**config.mk**
```make
export PLATFORM = sky130hd
export DESIGN_NAME = rule_matcher
export DESIGN_NICKNAME = d
export VERILOG_FILES = /design/src/rtl/network_pkg.sv /design/src/rtl/field_range_cmp.sv /design/src/rtl/rule_matcher.sv
export SDC_FILE = /design/constraint.sdc
export NUM_CORES = 1
export LEC_CHECK = 0
export ABC_AREA = 1
export CORE_AREA = 2 2 138 140
export CTS_CLUSTER_DIAMETER = 100
export DETAILED_ROUTE_END_ITERATION = 6
export DIE_AREA = 0 0 140 142
export HOLD_SLACK_MARGIN = 0.15
export PLACE_DENSITY_LB_ADDON = 0.25
export SLEW_MARGIN = 25
export SYNTH_ARGS = -nofsm -noshare
export SYNTH_HDL_FRONTEND = slang
export SYNTH_HIERARCHICAL = 1
export SYNTH_SLANG_ARGS = --single-unit
```
**constraint.sdc**
```tcl
create_clock -name clk -period 2.6 [get_ports clk]
set_input_delay 0.65 -clock clk [delete_from_list [all_inputs] [get_ports clk]]
set_output_delay 0.65 -clock clk [all_outputs]
set_load 0.02 [all_outputs]
```
**src/rtl/network_pkg.sv**
```systemverilog
// Shared 5-tuple packet and range-rule types used by the classifier matchers.
// Field-hit index constants give every consumer the same bit order.
package network_pkg;

  localparam int PKT_W  = 104;
  localparam int RULE_W = 240;

  typedef struct packed {
    logic [31:0] ip;
    logic [15:0] port;
  } endpoint_s;

  typedef struct packed {
    endpoint_s   src;
    endpoint_s   dst;
    logic [7:0]  protocol;
  } packet_s;

  typedef struct packed {
    packet_s     first;
    packet_s     last;
    logic [31:0] weight;
  } rule_s;

  localparam int FH_SRC_IP   = 0;
  localparam int FH_SRC_PORT = 1;
  localparam int FH_DST_IP   = 2;
  localparam int FH_DST_PORT = 3;
  localparam int FH_PROTO    = 4;
  localparam int FH_COUNT    = 5;

endpackage

```
**src/rtl/field_range_cmp.sv**
```systemverilog
// Inclusive unsigned range test for one header field: lo <= value <= hi.
// A degenerate range (lo > hi) simply never hits.
module field_range_cmp #(
  parameter int WIDTH = 32
) (
  input  logic [WIDTH-1:0] value,
  input  logic [WIDTH-1:0] lo,
  input  logic [WIDTH-1:0] hi,
  output logic             hit
);

  assign hit = (lo <= value) && (value <= hi);

endmodule

```
**src/rtl/rule_matcher.sv**
```systemverilog
// Matches one 5-tuple packet against one range rule: a combinational result for
// same-cycle tree walking plus a registered, valid-qualified copy.
module rule_matcher
  import network_pkg::*;
(
  input  logic                 clk,
  input  logic                 reset,
  input  logic [RULE_W-1:0]    rule,
  input  logic [PKT_W-1:0]     packet,
  input  logic                 in_valid,
  output logic                 matched,
  output logic [FH_COUNT-1:0]  field_hits,
  output logic                 out_valid,
  output logic                 matched_q,
  output logic [FH_COUNT-1:0]  field_hits_q
);

  packet_s              w_first;
  packet_s              w_last;
  packet_s              w_pkt;
  logic [FH_COUNT-1:0]  w_field_hits;
  logic                 w_matched;
  logic                 w_unused_weight;

  logic                 r_out_valid;
  logic                 r_matched_q;
  logic [FH_COUNT-1:0]  r_field_hits_q;

  assign w_first = rule[RULE_W-1 -: PKT_W];
  assign w_last  = rule[RULE_W-PKT_W-1 -: PKT_W];
  assign w_pkt   = packet;
  // Priority is resolved by the caller; this block only decides hit/miss.
  assign w_unused_weight = ^rule[31:0];

  field_range_cmp #(.WIDTH(32)) u_cmp_src_ip (
    .value (w_pkt.src.ip),
    .lo    (w_first.src.ip),
    .hi    (w_last.src.ip),
    .hit   (w_field_hits[FH_SRC_IP])
  );

  field_range_cmp #(.WIDTH(16)) u_cmp_src_port (
    .value (w_pkt.src.port),
    .lo    (w_first.src.port),
    .hi    (w_last.src.port),
    .hit   (w_field_hits[FH_SRC_PORT])
  );

  field_range_cmp #(.WIDTH(32)) u_cmp_dst_ip (
    .value (w_pkt.dst.ip),
    .lo    (w_first.dst.ip),
    .hi    (w_last.dst.ip),
    .hit   (w_field_hits[FH_DST_IP])
  );

  field_range_cmp #(.WIDTH(16)) u_cmp_dst_port (
    .value (w_pkt.dst.port),
    .lo    (w_first.dst.port),
    .hi    (w_last.dst.port),
    .hit   (w_field_hits[FH_DST_PORT])
  );

  field_range_cmp #(.WIDTH(8)) u_cmp_proto (
    .value (w_pkt.protocol),
    .lo    (w_first.protocol),
    .hi    (w_last.protocol),
    .hit   (w_field_hits[FH_PROTO])
  );

  assign w_matched  = &w_field_hits;
  assign matched    = w_matched;
  assign field_hits = w_field_hits;

  // Handshake: valid-only, no ready. in_valid is accepted on every rising edge
  // and reappears as out_valid one cycle later; results hold while idle.
  always_ff @(posedge clk or negedge reset) begin
    if (!reset) begin
      r_out_valid    <= 1'b0;
      r_matched_q    <= 1'b0;
      r_field_hits_q <= '0;
    end else begin
      r_out_valid <= in_valid;
      if (in_valid) begin
        r_matched_q    <= w_matched;
        r_field_hits_q <= w_field_hits;
      end
    end
  end

  assign out_valid    = r_out_valid;
  assign matched_q    = r_matched_q;
  assign field_hits_q = r_field_hits_q;

endmodule

```
# Word level (Yosys, flattened, before mapping)
# Cells that the tools add are included.
# word_totals
output_inout_bits,13
regBits,7
word_cells,19
inputBits,347
# classes
n_lt_le_gt_ge,10
reduce_logical,6
# ops
cell,count
less-or-equal comparator 32 bit,4
less-or-equal comparator 16 bit,4
less-or-equal comparator 8 bit,2
logical AND 1 bit,5
AND reduction 5 bit,1

# Longest topological paths before layout
# Gate-level depths: netlist of the first run.
# logic_depth
word_depth,3
depth_mapped,20
mapped_depth_nobuf,20

# By module
# Netlist of the first run, hierarchy kept.
# by_module_without_submodules
mod,cells_each,n_inst,area_per_inst_um2,seq_area_each_um2
field_range_cmp (u_cmp_dst_ip ...),280,2,1747.9,0.0
field_range_cmp (u_cmp_dst_port ...),142,2,867.1,0.0
field_range_cmp (u_cmp_proto),74,1,444.2,0.0
rule_matcher,31,1,272.8,175.2

# Worst setup path after synthesis of the first run
# Ideal clock, no wire load.
# synth_timing
path_type,input-to-output
from,in packet[55]
to,out matched
path_stages,12
arrival_ps,2336
t_required_ps,1950
setup_slack_ps,-386
path_buffers,0
path_cell_list,inv_1 -> ha_1 -> nand2_2 -> nor2_4 -> nand2_2 -> nor4_4 -> nand4_1 -> nand2_1 -> nand2_1 -> inv_1 -> inv_1 -> nor3_1
# synth_between
elab_chain_len,3
elab_cells_between_ends,4
classes_between,order compare: 2; reduce/logical: 2
# synth_lines
element,line_no,text
from (decl),rule_matcher.sv:9,"input logic [PKT_W-1:0] packet,"
less-or-equal comparator 32 bit,field_range_cmp.sv:12,assign hit = (lo <= value) && (value <= hi);
logical AND 1 bit *,field_range_cmp.sv:12,
via field_hits[2],rule_matcher.sv:12,"output logic [FH_COUNT-1:0] field_hits,"
AND reduction 5 bit *,rule_matcher.sv:70,assign w_matched = &w_field_hits;
to (decl),rule_matcher.sv:11,"output logic matched,"
# Mark *: on every way through the listed nets, which the timed path passes. The rest lies on a longest branch.

# Worst setup path in the final report of the first run
# layout_timing
from,in rule[237]
to,out matched
# layout_between
elab_chain_len,3
# layout_lines
element,line_no,text
from (decl),rule_matcher.sv:8,"input logic [RULE_W-1:0] rule,"
less-or-equal comparator 32 bit,field_range_cmp.sv:12,
logical AND 1 bit,field_range_cmp.sv:12,
AND reduction 5 bit,rule_matcher.sv:70,
# Every way passes these cells.

==> impl_results.rst, run 1 <==
.. list-table::
   :header-rows: 1

   * - Metric
     - Value
   * - DRC errors left
     - 43
   * - Cell types with the highest counts after synthesis
     - inv_1, nand2_1, ha_1
   * - Overall routing resource usage
     - 19.57%
   * - Number of hold-slack violations in the final timing report
     - 0
   * - Largest stage delay, worst path
     - 300 ps
   * - Detailed-placement wirelength estimate
     - 17030 um
   * - Arrival @ worst endpoint
     - 2330 ps
   * - Most common cell on crit path
     - nand2_4
   * - Count of boundary I/O pins
     - 360
   * - Remaining Overflow, GRT
     - 0
   * - Netlist area before placement
     - approximately 5900 um2
   * - Net switching component of the power
     - 1.071 mW
   * - Combinational share of power
     - 84.0%
   * - Maximum clock insertion buffer count
     - 2
   * - Fraction of final layout cells with drive strength greater than 1
     - 52.99%
   * - First-pass GRT wire length
     - 32290 um
   * - Delay-heaviest family, CP
     - simple AND/OR/NAND/NOR gates
   * - Net switching fraction of the power
     - a little over two fifths
   * - X dimension of the die
     - 140 um
   * - Violated checks
     - DRC, setup timing
   * - Clock insertion delay at the later pin of the skew report
     - 240 ps
   * - Async SR Flop Fraction
     - 100.0%
   * - Worst ir drop on vdd
     - 161.4 uV
   * - Clock Tree Root
     - clkbuf_16
   * - Crit path time final
     - slightly below 3000 ps
   * - DR vias/cell
     - ~4.6
   * - Library cell with the largest summed area after synthesis
     - ha_1
   * - Clock buffers created by TritonCTS
     - 3
   * - Starting DRC count in detailed routing
     - 187
   * - Type of the worst setup path
     - in -> out
   * - Synth Net Count
     - ~1500
   * - Design Power
     - 2.480 mW
   * - Wirelength per Cell
     - 14.77 um
   * - CTS tree
     - built
   * - Post-synth top area share
     - 43.76%
   * - Multi-input gate area in the final layout
     - 7461 um2
   * - Antenna violations before repair
     - 6
   * - Total number of vias
     - 7221
   * - Final-layout fill cell count
     - 1489
   * - Clock group share of total power
     - 10.8%
   * - First-pass detailed-route iteration total
     - 7
   * - Sequential power share
     - around 5.3%
   * - Total wire length
     - approximately 23000 um
   * - Clock Sinks
     - 7
   * - Cell-by-cell listing of the critical path
     - clkbuf_2 > ha_4 > nand2_4 > nor2_4 > nand2_4 > nor4_4 > nand4_1 > nand2_1 > nand2_2 > inv_2 > nand2_4 > nor3_4 > buf_6
   * - Port bufs
     - 327
   * - Largest net degree at the start of global routing
     - 8
   * - CP Buf/Inv Count
     - 3
   * - Worst relative slew slack
     - 77.65%
   * - Count of nets left with antenna violations after detail routing
     - 0
   * - Storage cell area
     - between 150 and 200 um2
   * - Weighted congestion at the end of routability-driven global placement
     - 0.8415
   * - Most used standard cell by instance count after synthesis
     - inv_1
   * - Synth unique cells
     - 25
   * - Post-Route Skew
     - 0 ps
   * - # Max-Cap Violations
     - 0
   * - Hold-fix buffers at CTS
     - 0
   * - Setup slack after layout
     - -379.6 ps
   * - Die Outline Area
     - 19880 um2
   * - Kind of capture point of the worst setup path
     - output pin
   * - Starting density of the core
     - 32.22%
   * - Peak fanout along the critical path
     - 2
   * - Count of endpoints failing setup in the final report
     - 4
   * - Total negative slack for setup checks
     - -1052 ps
   * - Post-layout net count
     - 1875
   * - Measured slew at the worst slew-check pin
     - 334.1 ps
   * - Gate count after technology mapping
     - 949
   * - Signed area change from the synthesized netlist to the final layout
     - 105.1%
   * - Clock transition at path regs
     - around 40 ps
   * - Portion of the post-synthesis area used by sequential elements
     - around 2.9%
   * - Slowest cell on the critical path
     - nor4_4
   * - Synth area leaders
     - ha_1, inv_1, nand2_1, a21oi_1, nor2_1
   * - Die Span Y
     - 142 um
   * - Post-Synthesis Mean Instance Area
     - ~6.3 um2
   * - Data required time at the worst endpoint
     - 1950 ps
   * - Power per cell area
     - approximately 200 nW/um2
   * - Reported leakage power
     - around 6.6 nW
   * - Final number of max-transition violations
     - 0
   * - Share of the clock period used by the worst path after layout
     - 114.6%
   * - Number of synthesized flops with an enable pin
     - 0
   * - Area of the core
     - 18460 um2
   * - Category of the worst setup path launch point
     - input pin
   * - Unrepaired setup endpoints after global routing
     - true
   * - Internal power
     - 1.408 mW
   * - Via count of the first global-routing pass
     - about 7200
   * - Warning count from the yosys run
     - 6
   * - Post-synth top flop
     - dfrtp_1
   * - Hold/Removal Path Class
     - reg -> reg
   * - Maximum clock frequency
     - approximately 340 MHz
   * - Number of placement rows
     - 50
   * - H-tree levels
     - 1
   * - Result of the run
     - finished with violations
   * - Flip-flop and latch count after synthesis
     - 7
==> repair_timing <==
action / 4_1_cts / 5_1_grt
hold endpoints to repair: 0 / 0
setup endpoints to repair: 7 / 6
pin swaps: 247 / 279
cloned: 0 / 0
setup buffers: 12 / 6
gates resized for setup: 712 / 597
==> power by group through the flow <==
stage	Sequential [mW]	Combinational (mW)	Clock [mW]
2_1_floorplan	0.147	0.703	0
3_3_place_gp	0.130	1.48	0
3_5_place_dp	0.132	1.50	0
4_1_cts	0.131	1.73	0.270
5_1_grt	0.132	2.29	0.276
6_report	0.130	2.08	0.267
==> per-layer routing <==
metal | track usage (%) | part of all wire, % | vias to the layer above
met5 | 0 | 0 | -
met4 | 4.253 | 2.2 | 0
met3 | 3.297 | 5.9 | 34
met2 | 39.95 | 55 | 217
met1 | 20.86 | 37 | 3231
li1 | - | - | 3739
==> worst reg2reg max path, stage by stage (launching register included) <==
cell	delay [ps]
dfrtp_1	380
nand2_1	70
nand2_1	60
==> stage by stage <==
stage	std cells	utilization (%)	cell area [um2]	hold WS [ps]	setup WS, ps
2_1_floorplan	949	-	5998	354.4	-53.33
3_3_place_gp	1534	52.80	9744	456.4	-1201
3_5_place_dp	1534	52.80	9744	475.6	-1231
4_1_cts	1549	59.61	11000	485.1	-646.8
5_1_grt	1557	66.04	12190	498.0	-539.6
6_report	1561	66.09	12200	476.9	-379.6
==> final cells by class <==
type                    count  area share, %
inverters                 260          8.196
clock buffers               4         0.6462
diodes                      8         0.1641
repair buffers            366          25.99
flip-flops and latches      7          1.436
well taps                 234          2.400
multi-input cells         682          61.17
==> state kept, by name, summed over array words and instances, names as in the netlist <==
register / count
matched_q: 1
out_valid: 1
field_hits_q: 5
==> cells in the final DEF, fill, tap and decap left out, types with 16 or more instances in the layout <==
cell type          n
clkdlybuf4s15_1   34
nand2_1          166
buf_6             30
inv_2            133
inv_1            117
nor2_1            29
a21oi_2           51
nor2_4            16
nand2_4           28
nor2_2            22
ha_1              46
clkbuf_2          85
buf_2             27
buf_4             44
dlygate4sd2_1     57
nand2_2           54
ha_4             151
a21oi_1           36
dlymetal6s2s_1    71
==> final timing paths <==
path                                 start         endpoint  slack, ps  cells after the start
hold / removal             field_hits_q[0]  field_hits_q[0]        480                      2
setup reg to reg                 matched_q        matched_q       1970                      2
min in group asynchronous            reset  field_hits_q[0]        680                      1
max in group asynchronous            reset        matched_q       1670                      1
hold reg to reg            field_hits_q[0]  field_hits_q[0]        480                      2
setup / recovery                 rule[237]          matched       -380                     13
==> cell families after synthesis <==
kind of cell,after synthesis,synth area share [%]
DFF,7,2.946
buffers and inverters,260,16.41
and+or+nand+nor,351,25.69
adders and majority gates,208,43.76
AOI/OAI and AO/OA,123,11.19
Note: power is estimated with default switching activity, not from simulation.
==> run 2, diff against run 1 <==
- CORE_AREA: 2 2 138 140 -> 2 2 142 144
- DIE_AREA: 0 0 140 142 -> 0 0 144 146
- DONT_BUFFER_PORTS: unset -> 1
==> run 2 against run 1 <==
Compared with the run above: critical path type unchanged; first-iteration DRC count decreased by 35%; final area fell by 42%; largest power group unchanged; via count fell by 23%; power fell by 42%; register-to-register slack lost 130 ps; sequential cell count unchanged; sequential power increased by 18%; the flow finishes with violations (setup timing); highest routed layer unchanged; fmax rose by 8.3%.
==> impl_results.rst, run 2 (synthesis gave the netlist of run 1 again) <==
.. list-table::
   :header-rows: 1

   * - Metric
     - Value
   * - Design Power
     - 1.435 mW (was 2.480 mW)
   * - Maximum clock insertion buffer count
     - 2 (unchanged)
   * - CTS tree
     - built (unchanged)
   * - Crit path time final
     - 2750 ps (was 2980 ps)
   * - Remaining Overflow, GRT
     - 0 (unchanged)
   * - Power per cell area
     - 203.8 nW/um2 (was 203.3 nW/um2)
   * - Data required time at the worst endpoint
     - 1950 ps (about the same)
   * - Clock buffers created by TritonCTS
     - 3 (unchanged)
   * - Wirelength per Cell
     - 13.42 um (was 14.77 um)
   * - Unrepaired setup endpoints after global routing
     - true (unchanged)
   * - Number of flip-flops under the largest register name
     - 5 (unchanged)
   * - X dimension of the die
     - 144 um (was 140 um)
   * - Total negative slack for setup checks
     - -341.5 ps (was -1052 ps)
   * - Die Outline Area
     - 21020 um2 (was 19880 um2)
   * - First-pass GRT wire length
     - 24970 um (was 32290 um)
   * - Post-Route Skew
     - 0 ps (unchanged)
   * - Clock insertion delay at the later pin of the skew report
     - 230 ps (was 240 ps)
   * - Fraction of the core area covered by cells at the end of the flow
     - 36.41% (was 66.09%)
   * - Share of the clock period used by the worst path after layout
     - 105.8% (was 114.6%)
   * - Worst ir drop on vdd
     - 154.3 uV (was 161.4 uV)
   * - Peak fanout along the critical path
     - 2 (unchanged)
   * - DR vias/cell
     - 4.467 (was 4.626)
   * - Count of boundary I/O pins
     - 360 (unchanged)
   * - Port bufs
     - 0 (was 327)
   * - Kind of capture point of the worst setup path
     - output pin (unchanged)
   * - Arrival @ worst endpoint
     - 2100 ps (was 2330 ps)
   * - Hold/Removal Path Class
     - in -> reg (was reg -> reg)
   * - First-pass detailed-route iteration total
     - 4 (was 7)
   * - Number of hold-slack violations in the final timing report
     - 0 (unchanged)
   * - Signed area change from the synthesized netlist to the final layout
     - 18.39% (was 105.1%)
   * - DRC errors left
     - 0 (was 43)
   * - Count of nets left with antenna violations after detail routing
     - 0 (unchanged)
   * - Via count of the first global-routing pass
     - 5316 (was 7209)
   * - Category of the worst setup path launch point
     - input pin (unchanged)
   * - Total number of vias
     - 5530 (was 7221)
   * - Worst relative slew slack
     - 77.13% (was 77.65%)
   * - Antenna violations before repair
     - 0 (was 6)
   * - # Max-Cap Violations
     - 0 (unchanged)
   * - Pre-CTS worst setup slack
     - -290.5 ps (was -1231 ps)
   * - Type of the worst setup path
     - in -> out (unchanged)
   * - Overall routing resource usage
     - 14.60% (was 19.57%)
   * - Die Span Y
     - 146 um (was 142 um)
   * - Starting density of the core
     - 30.76% (was 32.22%)
   * - Most frequent standard cell in the layout excluding fill and tap cells
     - inv_1 (was nand2_1)
   * - Clock Tree Root
     - clkbuf_16 (unchanged)
   * - Final number of max-transition violations
     - 0 (unchanged)
   * - Area of the core
     - 19330 um2 (was 18460 um2)
   * - Total wire length
     - 16620 um (was 23060 um)
   * - Fraction of final layout cells with drive strength greater than 1
     - 14.90% (was 52.99%)
   * - Commonest cells after routing, fill and taps aside
     - inv_1, nand2_1, ha_1, a21oi_1, nor2_1 (was nand2_1, ha_4, inv_2, inv_1, clkbuf_2)
   * - Clock transition at path regs
     - 40 ps (about the same)
   * - Starting DRC count in detailed routing
     - 122 (was 187)
   * - Detailed-placement wirelength estimate
     - 15690 um (was 17030 um)
   * - H-tree levels
     - 1 (unchanged)
   * - Violated checks
     - setup timing (was DRC, setup timing)
   * - Largest net degree at the start of global routing
     - 8 (unchanged)
   * - Clock Sinks
     - 7 (unchanged)
   * - Result of the run
     - finished with violations (unchanged)
   * - Weighted congestion at the end of routability-driven global placement
     - 0.8604 (was 0.8415)
   * - Measured slew at the worst slew-check pin
     - 341.9 ps (was 334.1 ps)
   * - Setup slack after layout
     - -150.2 ps (was -379.6 ps)
   * - Post-layout net count
     - 1529 (was 1875)
   * - # diodes
     - 0 (was 8)
   * - Reported leakage power
     - 4.261 nW (was 6.571 nW)
   * - Count of endpoints failing setup in the final report
     - 3 (was 4)
   * - Number of placement rows
     - 51 (was 50)
   * - Maximum clock frequency
     - 363.6 MHz (was 335.6 MHz)
-- run 2: cell types whose count changed in the layout (fill, tap and decap cells not counted), moves of 37 or more --
| cell | delta |
|---|---|
| a21oi_1 | +37 |
| inv_1 | +125 |
| nand2_1 | +53 |
| a21oi_2 | -37 |
| dlymetal6s2s_1 | -71 |
| dlygate4sd2_1 | -57 |
| ha_4 | -124 |
| clkbuf_2 | -85 |
| inv_2 | -118 |
| ha_1 | +135 |
-- run 2: layout make-up --
cell class / count / area, um2
fill: 2101 / 12290
sequential: 7 / 175.2
tap: 265 / 331.6
clock buffer: 4 / 78.83
multi-input combinational: 682 / 5300
inverter: 260 / 983.4
timing repair buffer: 20 / 171.4
-- run 2: power breakdown --
| group | internal (mW) | switching, mW |
|---|---|---|
| logic | 0.463 | 0.555 |
| registers | 0.122 | 0.0307 |
| clock network | 0.204 | 0.0594 |
| total | 0.790 | 0.645 |
-- run 2: critical path: stages --
cell	delay, ps
inv_1	20
ha_1	280
nand2_1	70
inv_1	50
nand2_1	60
nand2_1	50
nand2_1	70
nand3_1	90
a21oi_2	140
nand2_1	60
nand2_1	60
nand2_2	60
inv_2	70
inv_2	50
nor3_4	310
-- run 2: metal layers --
metal	vias up	part of all wire, %	GRT usage [%]	wire (um)
met1	2290	39	15.89	6526
met2	192	50	27.50	8294
li1	3034	-	-	-
met5	-	0	0	0
met3	14	9.9	5.166	1649
met4	0	0.90	1.863	150
-- run 2: per-stage QoR --
step                      instance area, um2  hold slack, ps  instances
after floorplan                         5998           354.4        949
after global placement                  6457           354.8       1231
after detailed placement                6457           354.9       1231
after CTS                               6758           445.9       1236
after global routing                    7041           443.7       1238
final                                   7041           448.0       1238
-- run 2: timing repair --
item	4_1_cts	5_1_grt
endpoints found under the hold margin	7	0
setup endpoints to repair	3	4
hold buffers	1	0
pin swaps	31	38
gates cloned	0	0
gates resized for setup	40	53
setup buffers	0	3
-- run 2: worst paths after layout --
check / from / end / slack (ps) / cells after the start
setup / recovery: rule[75] / matched / -150 / 15
hold / removal: in_valid / out_valid / 450 / 0
setup reg to reg: field_hits_q[2] / field_hits_q[2] / 1840 / 2
hold reg to reg: field_hits_q[4] / field_hits_q[4] / 650 / 2
max in group asynchronous: reset / field_hits_q[2] / 1590 / 1
min in group asynchronous: reset / field_hits_q[0] / 760 / 1
==> run 3, diff against run 2 <==
- SETUP_SLACK_MARGIN: unset -> 0.2
==> run 3 against run 2 <==
Compared with the run above: highest routed layer unchanged; power is 1.6% higher; largest cell class unchanged; combinational power barely moved; critical endpoint unchanged; critical path depth did not move; final area is 2.3% higher; via count is 0.42% higher; the flow still finishes with violations (setup timing).
==> impl_results.rst, run 3 (synthesis gave the netlist of run 1 again) <==
.. list-table::
   :header-rows: 1

   * - Metric
     - Value
   * - Total number of vias
     - 5553 (was 5530)
   * - Total wire length
     - 16800 um (was 16620 um)
   * - Kind of capture point of the worst setup path
     - output pin (unchanged)
   * - Met2 layer wire length in the routed design
     - 8371 um (was 8294 um)
   * - Commonest cells after routing, fill and taps aside
     - inv_1, nand2_1, ha_1, a21oi_1, nor2_1 (unchanged)
   * - Post-layout net count
     - 1528 (was 1529)
   * - Maximum clock frequency
     - 364.0 MHz (was 363.6 MHz)
   * - Peak fanout along the critical path
     - 2 (unchanged)
   * - Instance count after placement with tap cells included
     - 1231 (unchanged)
   * - Net switching component of the power
     - 0.6510 mW (was 0.6450 mW)
   * - Number of hold-slack violations in the final timing report
     - 0 (unchanged)
   * - Final number of max-transition violations
     - 0 (unchanged)
   * - Type of the worst setup path
     - in -> out (unchanged)
   * - Measured slew at the worst slew-check pin
     - 331.8 ps (was 341.9 ps)
   * - First-pass GRT wire length
     - 25120 um (was 24970 um)
   * - Starting DRC count in detailed routing
     - 129 (was 122)
   * - Multi-input gate area in the final layout
     - 5436 um2 (was 5300 um2)
   * - Post-Route Skew
     - 0 ps (unchanged)
   * - DRC errors left
     - 0 (unchanged)
   * - Weighted congestion at the end of routability-driven global placement
     - 0.8604 (unchanged)
   * - # diodes
     - 0 (unchanged)
   * - Met3 wire length
     - 1732 um (was 1649 um)
   * - Number of flip-flops under the largest register name
     - 5 (unchanged)
   * - Wirelength per Cell
     - 13.58 um (was 13.42 um)
   * - Wl on met1
     - 6510 um (was 6526 um)
   * - Clock transition at path regs
     - 40 ps (about the same)
   * - Unrepaired setup endpoints after global routing
     - true (unchanged)
   * - Combinational share of power
     - 71.5% (was 71.0%)
   * - Violated checks
     - setup timing (unchanged)
   * - Hold/Removal Path Class
     - in -> reg (unchanged)
   * - Reg-to-reg slack, setup
     - 1840 ps (about the same)
   * - Storage cell area
     - 175.2 um2 (unchanged)
   * - Clock group share of total power
     - 18.0% (was 18.4%)
   * - X dimension of the die
     - 144 um (unchanged)
   * - Clock insertion delay at the later pin of the skew report
     - 230 ps (about the same)
   * - Sequential power share
     - 10.5% (was 10.7%)
   * - Final non-filler cell total
     - 1237 (was 1238)
   * - Via count of the first global-routing pass
     - 5352 (was 5316)
   * - Clock Tree Root
     - clkbuf_16 (unchanged)
   * - Reported leakage power
     - 4.263 nW (was 4.261 nW)
   * - Area of the core
     - 19330 um2 (unchanged)
   * - Min Hold Slack
     - 448.9 ps (was 448.0 ps)
   * - Maximum clock insertion buffer count
     - 2 (unchanged)
   * - Worst ir drop on vdd
     - 154.4 uV (was 154.3 uV)
   * - Crit path time final
     - 2747 ps (was 2750 ps)
   * - Number of placement rows
     - 51 (unchanged)
   * - Clock Sinks
     - 7 (unchanged)
   * - Signed area change from the synthesized netlist to the final layout
     - 21.17% (was 18.39%)
   * - Fraction of final layout cells with drive strength greater than 1
     - 16.26% (was 14.90%)
   * - First-pass detailed-route iteration total
     - 4 (unchanged)
   * - Total negative slack for setup checks
     - -301.2 ps (was -341.5 ps)
   * - Net switching fraction of the power
     - 44.63% (was 44.95%)
   * - Port bufs
     - 0 (unchanged)
   * - Clock buffers created by TritonCTS
     - 3 (unchanged)
   * - Worst relative slew slack
     - 77.80% (was 77.13%)
   * - Starting density of the core
     - 30.76% (unchanged)
   * - Uppermost layer routed
     - met4 (unchanged)
   * - Data required time at the worst endpoint
     - 1950 ps (about the same)
   * - Setup slack after layout
     - -147.2 ps (was -150.2 ps)
   * - CTS tree
     - built (unchanged)
   * - Die Span Y
     - 146 um (unchanged)
   * - Pre-CTS worst setup slack
     - -290.5 ps (unchanged)
   * - Internal power
     - 0.8075 mW (was 0.7900 mW)
   * - H-tree levels
     - 1 (unchanged)
   * - DR vias/cell
     - 4.489 (was 4.467)
   * - Category of the worst setup path launch point
     - input pin (unchanged)
   * - Die Outline Area
     - 21020 um2 (unchanged)
   * - Design Power
     - 1.458 mW (was 1.435 mW)
   * - Overall routing resource usage
     - 14.67% (was 14.60%)
   * - Count of endpoints failing setup in the final report
     - 3 (unchanged)
   * - Count of boundary I/O pins
     - 360 (unchanged)
   * - Antenna violations before repair
     - 0 (unchanged)
   * - Remaining Overflow, GRT
     - 0 (unchanged)
   * - Power per cell area
     - 202.4 nW/um2 (was 203.8 nW/um2)
   * - Share of the clock period used by the worst path after layout
     - 105.7% (was 105.8%)
   * - # Max-Cap Violations
     - 0 (unchanged)
   * - Result of the run
     - finished with violations (unchanged)
   * - Detailed-placement wirelength estimate
     - 15690 um (unchanged)
   * - Most frequent standard cell in the layout excluding fill and tap cells
     - inv_1 (unchanged)
   * - Largest net degree at the start of global routing
     - 8 (unchanged)
   * - Count of nets left with antenna violations after detail routing
     - 0 (unchanged)
   * - Arrival @ worst endpoint
     - 2100 ps (about the same)
   * - Final-layout fill cell count
     - 2094 (was 2101)
==> run 3: final timing paths <==
| path | start | end | cells past startpoint |
|---|---|---|---|
| setup / recovery | rule[75] | matched | 15 |
| hold / removal | in_valid | out_valid | 0 |
| setup reg to reg | field_hits_q[2] | field_hits_q[2] | 2 |
| hold reg to reg | field_hits_q[4] | field_hits_q[4] | 2 |
| max in group asynchronous | reset | field_hits_q[1] | 1 |
| min in group asynchronous | reset | field_hits_q[0] | 1 |
==> run 3: layer usage <==
layer | track usage, % | vias to the layer above
met2 | 27.60 | 201
met5 | 0 | -
met4 | 2.059 | 0
met1 | 15.95 | 2306
met3 | 5.166 | 18
li1 | - | 3028
==> run 3: repair_timing <==
action,in CTS,in global routing
pin swaps,35,32
endpoints found under the hold margin,7,0
buffers inserted,0,1
setup endpoints to repair,5,5
gates resized for setup,53,61
hold buffers,1,0
gates cloned,0,0
==> run 3: power by group through the flow <==
stage | Clock [mW] | Combinational (mW) | Sequential, mW
floorplan | 0 | 0.703 | 0.147
global placement | 0 | 0.900 | 0.156
detailed placement | 0 | 0.913 | 0.156
CTS | 0.265 | 0.983 | 0.155
global route | 0.270 | 1.22 | 0.155
finish | 0.262 | 1.04 | 0.153
==> run 3: through the flow <==
stage | instance area (um2) | util (%)
2_1_floorplan | 5998 | -
3_3_place_gp | 6457 | 33.40
3_5_place_dp | 6457 | 33.40
4_1_cts | 6820 | 35.27
5_1_grt | 7206 | 37.27
6_report | 7206 | 37.27
==> run 3: worst max-delay path: stages <==
cell     delay (ps)
inv_1            20
ha_1            280
nand2_1          70
inv_1            50
nand2_1          60
nand2_1          50
nand2_1          70
nand3_1          90
a21oi_2         140
nand2_1          60
nand2_1          60
nand2_2          60
inv_2            70
inv_2            50
nor3_4          310
==> run 3: final cells by class <==
type | instances | share of cell area, %
inverter | 260 | 14.15
sequential | 7 | 2.431
timing repair buffer | 19 | 2.275
multi-input combinational | 682 | 75.45
tap | 265 | 4.601
clock buffer | 4 | 1.094
